## config.mk

```make
export PLATFORM = sky130hd
export DESIGN_NAME = imem_loader
export DESIGN_NICKNAME = d
export VERILOG_FILES = /design/src/rtl/imem_loader.sv
export SDC_FILE = /design/constraint.sdc
export NUM_CORES = 1
export LEC_CHECK = 0
export CORE_UTILIZATION = 55
export DETAILED_ROUTE_END_ITERATION = 8
export PLACE_DENSITY = 0.81
export SLEW_MARGIN = 40
export SYNTH_ARGS = -nofsm -noshare
export SYNTH_HDL_FRONTEND = slang
export SYNTH_SLANG_ARGS = --single-unit
```

## constraint.sdc

```tcl
create_clock -name clk -period 10.6 [get_ports clk]
set_input_delay 3.18 -clock clk [delete_from_list [all_inputs] [get_ports clk]]
set_output_delay 3.18 -clock clk [all_outputs]
set_load 0.01 [all_outputs]
```

## src/rtl/imem_loader.sv

```systemverilog
// imem_loader
//   Receives a program image as a byte stream and writes it into instruction
//   memory as big-endian 32-bit words. The CPU is held in reset until a
//   checksum-verified image has been completely written.
//
//   Image format: N (word count, 1..MAX_WORDS), 4*N payload bytes, then one
//   checksum byte equal to the XOR of the payload bytes.
//
//   Handshake: a byte is consumed on a rising clock edge where in_valid and
//   in_ready are both 1; when in_ready is 0 the byte is left untouched.
//
// Ports
//   clk, reset          clock (rising edge), asynchronous active-high reset
//   start               one-cycle pulse, begins a load from IDLE/DONE/ERR
//   in_valid, in_data   byte stream source
//   in_ready            loader can take a byte (LEN/DATA/CSUM)
//   wr_en/addr/data     imem write port, one strobe per packed word
//   cpu_reset           1 until a verified load completes
//   busy, done, err     registered status flags
//   words_loaded        words written in the current or last load
module imem_loader #(
    parameter int MEM_BYTES = 128,
    parameter int ADDR_W    = 7,
    parameter int MAX_WORDS = 32
) (
    input  logic              clk,
    input  logic              reset,
    input  logic              start,
    input  logic              in_valid,
    input  logic [7:0]        in_data,
    output logic              in_ready,
    output logic              wr_en,
    output logic [ADDR_W-1:0] wr_addr,
    output logic [31:0]       wr_data,
    output logic              cpu_reset,
    output logic              busy,
    output logic              done,
    output logic              err,
    output logic [5:0]        words_loaded
);

    // The length limit never exceeds what the memory can hold.
    localparam int         LIMIT_WORDS = (MEM_BYTES / 4 < MAX_WORDS) ? MEM_BYTES / 4 : MAX_WORDS;
    localparam logic [7:0] LIMIT_8     = 8'(LIMIT_WORDS);

    typedef enum logic [2:0] {
        S_IDLE,
        S_LEN,
        S_DATA,
        S_CSUM,
        S_DONE,
        S_ERR
    } state_t;

    state_t      state, state_nx;
    logic [5:0]  n_words;
    logic [5:0]  word_idx;
    logic [1:0]  byte_idx;
    logic [7:0]  csum;
    logic [23:0] word_buf;   // first three bytes of the word being assembled
    logic        accept;

    assign accept       = in_valid & in_ready;
    assign words_loaded = word_idx;

    always_ff @(posedge clk or posedge reset) begin
        if (reset) begin
            state <= S_IDLE;
        end else begin
            state <= state_nx;
        end
    end

    always_comb begin
        state_nx = state;
        in_ready = 1'b0;
        case (state)
            S_IDLE: begin
                if (start) state_nx = S_LEN;
            end
            S_LEN: begin
                in_ready = 1'b1;
                if (accept) begin
                    if (in_data == 8'd0 || in_data > LIMIT_8) state_nx = S_ERR;
                    else                                      state_nx = S_DATA;
                end
            end
            S_DATA: begin
                in_ready = 1'b1;
                if (accept && byte_idx == 2'd3 && word_idx == n_words - 6'd1)
                    state_nx = S_CSUM;
            end
            S_CSUM: begin
                in_ready = 1'b1;
                if (accept) state_nx = (in_data == csum) ? S_DONE : S_ERR;
            end
            S_DONE, S_ERR: begin
                if (start) state_nx = S_LEN;
            end
            default: state_nx = S_IDLE;
        endcase
    end

    // Datapath and status flags. Flags are computed from the next state so
    // that they change on the same edge as the state register.
    always_ff @(posedge clk or posedge reset) begin
        if (reset) begin
            wr_en     <= 1'b0;
            wr_addr   <= '0;
            wr_data   <= '0;
            cpu_reset <= 1'b1;
            busy      <= 1'b0;
            done      <= 1'b0;
            err       <= 1'b0;
            n_words   <= '0;
            word_idx  <= '0;
            byte_idx  <= '0;
            csum      <= '0;
            word_buf  <= '0;
        end else begin
            wr_en     <= 1'b0;
            busy      <= (state_nx == S_LEN) || (state_nx == S_DATA) || (state_nx == S_CSUM);
            done      <= (state_nx == S_DONE);
            err       <= (state_nx == S_ERR);
            cpu_reset <= (state_nx != S_DONE);

            if (state != S_LEN && state_nx == S_LEN) begin
                word_idx <= '0;
                byte_idx <= '0;
                csum     <= '0;
            end

            if (state == S_LEN && accept) begin
                n_words <= in_data[5:0];
            end

            if (state == S_DATA && accept) begin
                csum     <= csum ^ in_data;
                byte_idx <= byte_idx + 2'd1;
                case (byte_idx)
                    2'd0:    word_buf[23:16] <= in_data;
                    2'd1:    word_buf[15:8]  <= in_data;
                    2'd2:    word_buf[7:0]   <= in_data;
                    default: begin
                        // Fourth byte goes straight into the write word so the
                        // strobe fires on the very next cycle.
                        wr_en    <= 1'b1;
                        wr_addr  <= ADDR_W'({word_idx, 2'b00});
                        wr_data  <= {word_buf, in_data};
                        word_idx <= word_idx + 6'd1;
                    end
                endcase
            end
        end
    end

endmodule

```

Word level (Yosys, flattened, before mapping):

Cells that the tools add are included.
W data, S select, Z words.

* shift operators: 0
* multiply operators: 0
* muxes and demuxes: 17
* bitwise operators: 3
* reduce and logical (&&, ||, !) cells: 19
* divide/modulo/power cells: 0
* order comparisons: 1
* eq/ne operators: 17
* $add $sub $neg: 3

Operator list (count)
* $mux W6: 3
* $mux W8: 2
* $mux W3: 5
* $eq A3 B2 Y1 const B: 4
* $eq A3 B3 Y1 const B: 4
* $pmux W3 S4: 1
* $reduce_or A3 Y1: 3
* $eq A8 B8 Y1: 1
* $gt A8 B6 Y1 const B: 1
* $logic_not A8 Y1: 1
* $reduce_and A2 Y1: 4
* $xor A8 B8 Y8: 1
* $add A6 B1 Y6 const B: 1
* $eq A3 B1 Y1 const B: 2
* $eq A6 B6 Y1: 1
* $sub A6 B1 Y6 const B: 1
* $logic_and A1 B1 Y1: 5
* $eq A2 B2 Y1 const B: 2
* $mux W1: 4
* $mux W2: 2
* $logic_not A3 Y1: 1
* $logic_or A1 B1 Y1: 3
* $ne A3 B1 Y1 const B: 1
* $ne A3 B3 Y1 const B: 1
* other kinds (6): 6

* bits in read-only memories: 0
* register bits: 91
* word-level logic and storage cells: 75
* memories kept: 0
* latch bits: 0
* RAM bits: 0
* output and inout bits: 51

Depth between registers and ports, before layout:

Gate-level depths: netlist of run 1.

* depth after elaboration: 13
* gate-level depth with buffers: 9
* mapped depth without buffers: 8

Least setup slack after synthesis of run 1:

OpenSTA, ideal clock, no wires.

* path kind: in2reg
* from: input in_data[2]
* to: register done
* slack: 5714 ps
* library setup time: 119 ps
* arrival time: 4767 ps
* cell stages on the path: 7
* path buffers: 1
* path through: buf_2 > or4_4 > o21a_1 > nor4_4 > a211oi_1 > or2_4 > and2_1

* cells in the longest elaborated chain, start to end: 6
* elaborated cells on any way between the ends: 10

RTL lines
* start: declaration: RTL line 30 `input logic [7:0] in_data,`
* $gt A8 B6 Y1 or $logic_not A8 Y1 (tied branches): RTL line 84 `if (in_data == 8'd0 || in_data > LIMIT_8) state_nx = S_ERR;`
* $logic_or A1 B1 Y1 (*): RTL line 84
* $mux W3 (*): RTL line 84
* $mux W3 (*): RTL line 83 `if (accept) begin`
* $pmux W3 S4 (*): RTL line 77 `case (state)`
* net state_nx[2]: RTL line 55 `state_t state, state_nx;`
* $eq A3 B3 Y1 (*): RTL line 123 `done <= (state_nx == S_DONE);`
* end signal: assignment: RTL line 123
* end: declaration: RTL line 37 `output logic done,`

The timed path passes the listed nets; every way through them passes the cells marked *.
A chain may end at the register's enable or synchronous reset.

Worst setup path in the final report of run 1:

* from: input in_valid
* to: register byte_idx[0]

* cells in the longest elaborated chain, start to end: 8
* elaborated cells on any way between the ends: 12

RTL lines
* start: declaration: RTL line 29 `input logic in_valid,`
* $and A1 B1 Y1 (*): RTL line 63 `assign accept = in_valid & in_ready;`
* $logic_and A1 B1 Y1 (2 in series): RTL line 90 `if (accept && byte_idx == 2'd3 && word_idx == n_words - 6'd1)`
* $mux W3: RTL line 90
* $pmux W3 S4: RTL line 77
* $eq A3 B1 Y1: RTL line 127 `if (state != S_LEN && state_nx == S_LEN) begin`
* $logic_and A1 B1 Y1: RTL line 127
* $reduce_bool A2 Y1 (no line)
* end signal: assignment: RTL line 139 `byte_idx <= byte_idx + 2'd1;`
* end: declaration: RTL line 58 `logic [1:0] byte_idx;`

Mark *: on every way between the ends. The rest lies on a longest branch, timed or not.

==> impl_metrics.prom, run 1 <==
# TYPE chip_impl_metric gauge
chip_impl_metric{name="tritoncts_sinks",unit=""} 91
chip_impl_metric{name="final_antenna_net_count",unit=""} 0
chip_impl_info{name="synth.cells.most_frequent",value="sky130_fd_sc_hd__nand2_1 (125), sky130_fd_sc_hd__dfrtp_1 (90), sky130_fd_sc_hd__mux2_2 (28), sky130_fd_sc_hd__nor2_1 (17)"} 1
chip_impl_metric{name="cts_inserted_buffers",unit=""} 9
chip_impl_metric{name="setup_violating_endpoint_count_in_the_final_report",unit=""} 0
chip_impl_metric{name="io_buffers",unit=""} 60
chip_impl_metric{name="asyncSetResetFlopFracSynth",unit="%"} 100
chip_impl_info{name="timing.setup.critical_path_class",value="in -> reg"} 1
chip_impl_metric{name="start_util",unit="%"} 58.1
chip_impl_metric{name="io-pin-count",unit=""} 63
chip_impl_metric{name="placement.setup.worst_slack",unit="ns"} 4.17
chip_impl_metric{name="grt_pass1_wl",unit="um"} 13700
chip_impl_metric{name="ys.warnings.count",unit=""} 0
chip_impl_metric{name="wl_per_cell",unit="um"} 15.2
chip_impl_metric{name="synthesis.instances",unit=""} 400
chip_impl_info{name="cp-end-kind",value="flip-flop"} 1
chip_impl_metric{name="tightest_slew",unit="ns"} 0.780
chip_impl_metric{name="multiInputGateArea",unit="mm^2"} 0.00160
chip_impl_metric{name="ir_drop",unit="mV"} 0.101
chip_impl_metric{name="synthDominantCellAreaShare",unit="%"} 55.8
chip_impl_metric{name="number_of_enable_type_register_cells_in_the_synthesized_netlist",unit=""} 0
chip_impl_metric{name="clock_insertion_delay_worst_skew",unit="ns"} 0.35
chip_impl_metric{name="clock.fmax",unit="MHz"} 164
chip_impl_metric{name="sequential_cell_area",unit="mm^2"} 0.00228
chip_impl_metric{name="min_clock_period_post_route",unit="ns"} 6.10
chip_impl_metric{name="signed_area_change_from_the_synthesized_netlist_to_the_final_layout",unit="%"} 19.6
chip_impl_metric{name="final.hold.worst_slack",unit="ns"} 0.469
chip_impl_metric{name="cts_post_setup_buffers_inserted",unit=""} 0
chip_impl_metric{name="remaining_global_route_overflow",unit=""} 0
chip_impl_metric{name="post_synth_instance_area",unit="mm^2"} 0.00404
chip_impl_info{name="clockRootBuffer",value="sky130_fd_sc_hd__clkbuf_8"} 1
chip_impl_info{name="grt_setup_unrepaired",value="false"} 1
chip_impl_metric{name="clock_tree.htree_level_count",unit=""} 3
chip_impl_info{name="hold_crit_path_type",value="reg -> reg"} 1
chip_impl_metric{name="floorplan.die_area",unit="mm^2"} 0.00769
chip_impl_metric{name="grt_antenna_before_repair",unit=""} 0
chip_impl_metric{name="post_synthesis_register_bit_count",unit=""} 91
chip_impl_metric{name="clk_pin_slew_worst_paths",unit="ns"} 0.08
chip_impl_metric{name="drt_pre_antenna_iters",unit=""} 4
chip_impl_metric{name="cellPowerDensity",unit="mW/mm^2"} 172
chip_impl_metric{name="rows",unit=""} 30
chip_impl_metric{name="starting_drc_count_in_detailed_routing",unit=""} 182
chip_impl_metric{name="place_hpwl",unit="um"} 5330
chip_impl_info{name="ys_dominant_reg_cell",value="sky130_fd_sc_hd__dfrtp_1"} 1
chip_impl_metric{name="vias",unit=""} 2940
chip_impl_metric{name="grt_pass1_vias",unit=""} 2890
chip_impl_metric{name="max_slew_margin",unit="%"} 48.0
chip_impl_metric{name="cap_violations",unit=""} 0
chip_impl_metric{name="antenna_cells_inserted",unit=""} 0
chip_impl_metric{name="detail_route.drc_violations",unit=""} 0
chip_impl_metric{name="setup-tns-final",unit="ns"} 0
chip_impl_metric{name="slew_violations",unit=""} 0
chip_impl_metric{name="post_route_cells_drive_above_1_share",unit="%"} 12.1
chip_impl_info{name="run_status",value="complete, no violations"} 1
chip_impl_metric{name="post-route-period-util",unit="%"} 57.6
chip_impl_metric{name="avgSynthCellArea",unit="um^2"} 10.1
chip_impl_info{name="synth_most_common_cell",value="sky130_fd_sc_hd__nand2_1"} 1
chip_impl_metric{name="routability_cong",unit=""} 0.768
chip_impl_metric{name="drt_wl_total",unit="um"} 8270
chip_impl_metric{name="cp_max_fo",unit=""} 44
chip_impl_info{name="synthDominantAreaCellType",value="sky130_fd_sc_hd__dfrtp_1"} 1
chip_impl_metric{name="gr-usage-all-layers",unit="%"} 24.2
chip_impl_metric{name="cts_resized",unit=""} 0
chip_impl_metric{name="grt_max_degree",unit=""} 92
chip_impl_info{name="top_area_cells_in_the_synthesized_netlist",value="sky130_fd_sc_hd__dfrtp_1 (56%), sky130_fd_sc_hd__nand2_1 (12%), sky130_fd_sc_hd__mux2_2 (7.8%), sky130_fd_sc_hd__xor2_1 (2.0%), sky130_fd_sc_hd__ha_1 (1.9%)"} 1
chip_impl_metric{name="fp.dieW",unit="um"} 87.7
chip_impl_metric{name="setup_slack",unit="ns"} 4.50
chip_impl_metric{name="cts_hold_buffers",unit=""} 0
chip_impl_info{name="worst_setup_path_start_kind",value="input port"} 1
chip_impl_metric{name="rrSetupSlack",unit="ns"} 7.32
chip_impl_info{name="cts_tree",value="done"} 1
chip_impl_metric{name="clock_skew",unit="ns"} 0.00892
chip_impl_metric{name="die_height",unit="um"} 87.7
chip_impl_metric{name="worst-endpoint-required",unit="ns"} 10.81
chip_impl_metric{name="cts_buffer_depth",unit=""} 2
chip_impl_metric{name="power_leakage",unit="uW"} 0.00234
chip_impl_metric{name="timing_hold_violations_final",unit=""} 0
chip_impl_metric{name="core_area",unit="mm^2"} 0.00694
chip_impl_metric{name="viasPerCell",unit=""} 5.40
chip_impl_metric{name="yosysUniqueCellTypes",unit=""} 46
chip_impl_metric{name="final_nets",unit=""} 463
chip_impl_metric{name="n_fill_cell",unit=""} 538
chip_impl_metric{name="yosysSeqAreaShare",unit="%"} 56.4
chip_impl_metric{name="cp.arrival",unit="ns"} 6.31
==> state kept, by name (all words and copies together) (netlist names) <==
name,cells
wr_data,32
word_buf,24
csum,8
n_words,6
words_loaded,6
wr_addr,5
state,3
byte_idx,2
busy,1
cpu_reset,1
done,1
err,1
wr_en,1
==> worst max-delay path: stages <==
cell and delay, ns:
sky130_fd_sc_hd__clkdlybuf4s50_1 0.55, sky130_fd_sc_hd__and4bb_1 0.74, sky130_fd_sc_hd__nand2_4 0.46, sky130_fd_sc_hd__nor4_2 0.40
sky130_fd_sc_hd__a31oi_1 0.23, sky130_fd_sc_hd__nor3_4 0.56, sky130_fd_sc_hd__o21ai_0 0.17
==> path summary, 6_finish.rpt <==
kind / startpoint / endpoint / cells past startpoint
max: in_valid / byte_idx[0] / 7
min: word_buf[16] / wr_data[24] / 2
max reg2reg: state[2] / byte_idx[0] / 6
min reg2reg: word_buf[16] / wr_data[24] / 2
max in group asynchronous: reset / csum[4] / 3
min in group asynchronous: reset / wr_data[19] / 3
==> cell type report <==
| cell class | instances | area share [%] |
|---|---|---|
| Inverter | 8 | 0.648 |
| Sequential cell | 91 | 47.2 |
| Multi-Input combinational cell | 274 | 33.1 |
| Tap cell | 96 | 2.49 |
| Clock inverter | 4 | 1.06 |
| Clock buffer | 10 | 2.85 |
| Timing Repair Buffer | 61 | 12.7 |
==> cells by family (layout without fill, tap and decap cells) <==
kind of cell | after synthesis | after routing | synth area share, %
AOI/OAI and AO/OA | 33 | 33 | 5.11
xor gates and xnor gates | 17 | 17 | 3.69
adders and majority gates | 6 | 6 | 1.86
buffers and inverters | 36 | 83 | 4.09
DFF | 91 | 91 | 56.4
muxes | 28 | 28 | 7.81
other | 1 | 2 | 0.0929
and+or+nand+nor | 188 | 188 | 20.9
==> stage by stage <==
stage                     total power [uW]  util (%)  instance area [um^2]  std cells
final                                  829      69.6                  4830        544
after global routing                   871      69.6                  4830        544
after CTS                              833      69.5                  4830        544
after detailed placement               605      66.8                  4640        530
after global placement                 597      66.8                  4640        530
after floorplan                        555         -                  4040        401
==> layer usage <==
metal / GRT usage (%) / vias to the layer above / routed length [um]
li1: - / 1396 / -
met3: 5.28 / 18 / 332
met4: 10.7 / 0 / 184
met1: 31.0 / 1464 / 3660
met2: 39.8 / 62 / 4090
met5: 0 / - / 0
==> power breakdown <==
part,switching (uW),internal (uW)
registers,31.7,387
logic,93.8,87.6
clock network,116,113
==> cells in the final DEF, fill, tap and decap left out, types with 4 or more instances in the layout <==
cell type                         count
sky130_fd_sc_hd__nand2_1            125
sky130_fd_sc_hd__dfrtp_1             90
sky130_fd_sc_hd__clkdlybuf4s50_1     60
sky130_fd_sc_hd__mux2_2              28
sky130_fd_sc_hd__nor2_1              17
sky130_fd_sc_hd__o21ai_0             15
sky130_fd_sc_hd__nor3_1              13
sky130_fd_sc_hd__nand3_1             12
sky130_fd_sc_hd__clkbuf_8            11
sky130_fd_sc_hd__xor2_1               9
sky130_fd_sc_hd__xnor2_1              8
sky130_fd_sc_hd__inv_1                6
sky130_fd_sc_hd__ha_1                 6
sky130_fd_sc_hd__a31oi_1              4
Note: power is estimated with default switching activity, not from simulation.
==> inputs of run 2 (changes only) <==
--- a/config.mk
+++ b/config.mk
@@ -5,9 +5,9 @@
 export SDC_FILE = /design/constraint.sdc
 export NUM_CORES = 1
 export LEC_CHECK = 0
-export CORE_UTILIZATION = 55
+export CORE_UTILIZATION = 53
 export DETAILED_ROUTE_END_ITERATION = 8
-export PLACE_DENSITY = 0.81
+export PLACE_DENSITY = 0.79
 export SLEW_MARGIN = 40
 export SYNTH_ARGS = -nofsm -noshare
 export SYNTH_HDL_FRONTEND = slang
==> constraint.sdc (replaced) <==
create_clock -name clk -period 6.25 [get_ports clk]
set_input_delay 1.875 -clock clk [delete_from_list [all_inputs] [get_ports clk]]
set_output_delay 1.875 -clock clk [all_outputs]
set_load 0.01 [all_outputs]
==> run 2 against run 1 <==
Critical path depth grew 1. Via count is 2.4% lower. Non-clock buffer count grew 1. Routed wire length decreased by 0.22%. Clock-buffer cell count increased by 1. Sequential share of layout area about the same. Cell count is 1.1% higher. Combinational power grew 68%. Flip-flop and latch count stayed put. Worst setup slack worse by 2.6 ns.
==> impl_metrics.prom, run 2 (synthesis results as in run 1) <==
# TYPE chip_impl_metric gauge
chip_impl_info{name="run_status",value="complete, no violations"} 1
chip_impl_info{name="cp-end-kind",value="flip-flop"} 1
chip_impl_metric{name="grt_pass1_wl",unit="um"} 13300
chip_impl_metric{name="post_route_cells_drive_above_1_share",unit="%"} 12.4
chip_impl_metric{name="clock_power_share",unit="%"} 26.1
chip_impl_metric{name="cp_max_fo",unit=""} 44
chip_impl_info{name="mostFrequentLayoutCells",value="sky130_fd_sc_hd__nand2_1 (125), sky130_fd_sc_hd__dfrtp_1 (90), sky130_fd_sc_hd__clkdlybuf4s50_1 (60)"} 1
chip_impl_metric{name="power_leakage",unit="uW"} 0.00234
chip_impl_metric{name="cell_area_after_placement",unit="mm^2"} 0.00465
chip_impl_metric{name="pwr-share-comb",unit="%"} 22.1
chip_impl_metric{name="timing_hold_violations_final",unit=""} 0
chip_impl_metric{name="final_core_utilization",unit="%"} 66.2
chip_impl_metric{name="route.layer.met1.wl",unit="um"} 3870
chip_impl_metric{name="totalPowerFinal",unit="uW"} 1380
chip_impl_metric{name="cts_buffer_depth",unit=""} 2
chip_impl_metric{name="worst-endpoint-required",unit="ns"} 6.46
chip_impl_info{name="worst_setup_path_start_kind",value="input port"} 1
chip_impl_metric{name="signed_area_change_from_the_synthesized_netlist_to_the_final_layout",unit="%"} 19.6
chip_impl_metric{name="clock_skew",unit="ns"} 0.0108
chip_impl_metric{name="fp.dieW",unit="um"} 89.3
chip_impl_metric{name="floorplan.die_area",unit="mm^2"} 0.00797
chip_impl_info{name="hold_crit_path_type",value="reg -> reg"} 1
chip_impl_metric{name="cellPowerDensity",unit="mW/mm^2"} 285
chip_impl_metric{name="largest_register_ff_count",unit=""} 32
chip_impl_info{name="cp_slowest_cell",value="sky130_fd_sc_hd__nor3_4"} 1
chip_impl_metric{name="cts_post_setup_buffers_inserted",unit=""} 0
chip_impl_info{name="cts_tree",value="done"} 1
chip_impl_metric{name="clk_pin_slew_worst_paths",unit="ns"} 0.09
chip_impl_metric{name="grt_antenna_before_repair",unit=""} 0
chip_impl_info{name="layout.cells.most_common",value="sky130_fd_sc_hd__nand2_1"} 1
chip_impl_metric{name="drt_pre_antenna_iters",unit=""} 4
chip_impl_info{name="top_layer_used",value="met4"} 1
chip_impl_metric{name="final_nets",unit=""} 464
chip_impl_metric{name="seq_power_share",unit="%"} 51.8
chip_impl_metric{name="ir_drop",unit="mV"} 0.129
chip_impl_metric{name="io_buffers",unit=""} 60
chip_impl_info{name="regMostFlops",value="wr_data"} 1
chip_impl_metric{name="core_area",unit="mm^2"} 0.00729
chip_impl_metric{name="wl_per_cell",unit="um"} 15.0
chip_impl_metric{name="grt_max_degree",unit=""} 61
chip_impl_info{name="clockRootBuffer",value="sky130_fd_sc_hd__clkbuf_8"} 1
chip_impl_metric{name="post-route-period-util",unit="%"} 70.3
chip_impl_metric{name="cts_resized",unit=""} 0
chip_impl_info{name="top_regs",value="wr_data x32, word_buf x24, csum x8"} 1
chip_impl_metric{name="clock_insertion_delay_worst_skew",unit="ns"} 0.35
chip_impl_metric{name="placement.setup.worst_slack",unit="ns"} 1.50
chip_impl_metric{name="start_util",unit="%"} 55.4
chip_impl_metric{name="met2_length",unit="um"} 4030
chip_impl_metric{name="intPower",unit="uW"} 961
chip_impl_metric{name="min_clock_period_post_route",unit="ns"} 4.39
chip_impl_metric{name="detail_route.drc_violations",unit=""} 0
chip_impl_metric{name="tritoncts_sinks",unit=""} 91
chip_impl_metric{name="antenna_cells_inserted",unit=""} 0
chip_impl_metric{name="gr-usage-all-layers",unit="%"} 22.6
chip_impl_metric{name="power.net_switching",unit="uW"} 414
chip_impl_metric{name="rows",unit=""} 31
chip_impl_metric{name="cap_violations",unit=""} 0
chip_impl_metric{name="rrSetupSlack",unit="ns"} 3.41
chip_impl_metric{name="viasPerCell",unit=""} 5.22
chip_impl_metric{name="fin_area",unit="mm^2"} 0.00483
chip_impl_metric{name="cts_inserted_buffers",unit=""} 9
chip_impl_metric{name="setup_violating_endpoint_count_in_the_final_report",unit=""} 0
chip_impl_metric{name="clock.fmax",unit="MHz"} 228
chip_impl_info{name="grt_setup_unrepaired",value="false"} 1
chip_impl_info{name="timing.setup.critical_path_class",value="in -> reg"} 1
chip_impl_metric{name="cp.arrival",unit="ns"} 4.60
chip_impl_metric{name="met3WireLength",unit="um"} 236
chip_impl_metric{name="vias",unit=""} 2869
chip_impl_metric{name="die_height",unit="um"} 89.3
chip_impl_metric{name="n_fill_cell",unit=""} 569
chip_impl_metric{name="slew_violations",unit=""} 0
chip_impl_metric{name="final_antenna_net_count",unit=""} 0
chip_impl_metric{name="worst_path_max_stage_delay",unit="ns"} 0.58
chip_impl_metric{name="io-pin-count",unit=""} 63
chip_impl_metric{name="cts_hold_buffers",unit=""} 0
chip_impl_metric{name="routability_cong",unit=""} 0.845
chip_impl_metric{name="swShare",unit="%"} 30.1
chip_impl_info{name="critical_path.cell_chain",value="clkdlybuf4s50_1 > and4bb_1 > buf_4 > nand2_4 > nor4_2 > a31oi_1 > nor3_4 > o21ai_0"} 1
chip_impl_metric{name="grt_pass1_vias",unit=""} 2706
chip_impl_metric{name="setup_slack",unit="ns"} 1.86
chip_impl_metric{name="max_slew_margin",unit="%"} 50.0
chip_impl_metric{name="starting_drc_count_in_detailed_routing",unit=""} 235
chip_impl_metric{name="drt_wl_total",unit="um"} 8250
chip_impl_metric{name="setup-tns-final",unit="ns"} 0
chip_impl_metric{name="tightest_slew",unit="ns"} 0.749
chip_impl_metric{name="clock_tree.htree_level_count",unit=""} 3
chip_impl_metric{name="remaining_global_route_overflow",unit=""} 0
chip_impl_metric{name="place_hpwl",unit="um"} 5440
[run 2: changes by cell type in the layout (fill, tap and decap cells not counted), sizes merged]
cell / delta
clkinvlp: +1
bufinv: -1
clkinv: +1
buf: +2
[run 2: cell type report]
cell class                      count  area, um^2  area share, %
Clock inverter                      5        37.5          0.777
Inverter                            8        35.0          0.725
Timing Repair Buffer               62         616           12.7
Tap cell                           99         124           2.56
Clock buffer                       11         141           2.93
Sequential cell                    91        2280           47.2
Multi-Input combinational cell    274        1600           33.1
[run 2: critical path, delay by kind of cell]
family                 cells  cell delay, ns
buffers and inverters      2            0.81
and+or+nand+nor            4            1.47
AOI/OAI and AO/OA          2            0.42
[run 2: worst paths after layout]
path                                    to  cells past startpoint    startpoint
max                        words_loaded[1]                      8      in_valid
min                            wr_data[31]                      2  word_buf[23]
max reg2reg                words_loaded[1]                      7      state[2]
min reg2reg                    wr_data[31]                      2  word_buf[23]
max in group asynchronous       wr_data[5]                      3         reset
min in group asynchronous     word_buf[14]                      2         reset
[run 2: layer usage]
metal | vias to the layer above | GRT usage, %
li1 | 1395 | -
met1 | 1418 | 31.2
met2 | 47 | 37.0
met3 | 9 | 2.86
met4 | 0 | 8.37
met5 | - | 0
[run 2: power by group through the flow]
stage / clock network [uW] / registers [uW] / logic [uW]
global route: 391 / 721 / 342
floorplan: 0 / 709 / 232
CTS: 368 / 710 / 308
finish: 359 / 712 / 304
detailed placement: 0 / 722 / 305
global placement: 0 / 717 / 295
[run 2: metrics by stage]
step	instances	hold slack, ns
3_5_place_dp	534	0.455
5_1_grt	550	0.475
4_1_cts	550	0.465
3_3_place_gp	534	0.439
2_1_floorplan	401	0.433
6_report	550	0.471
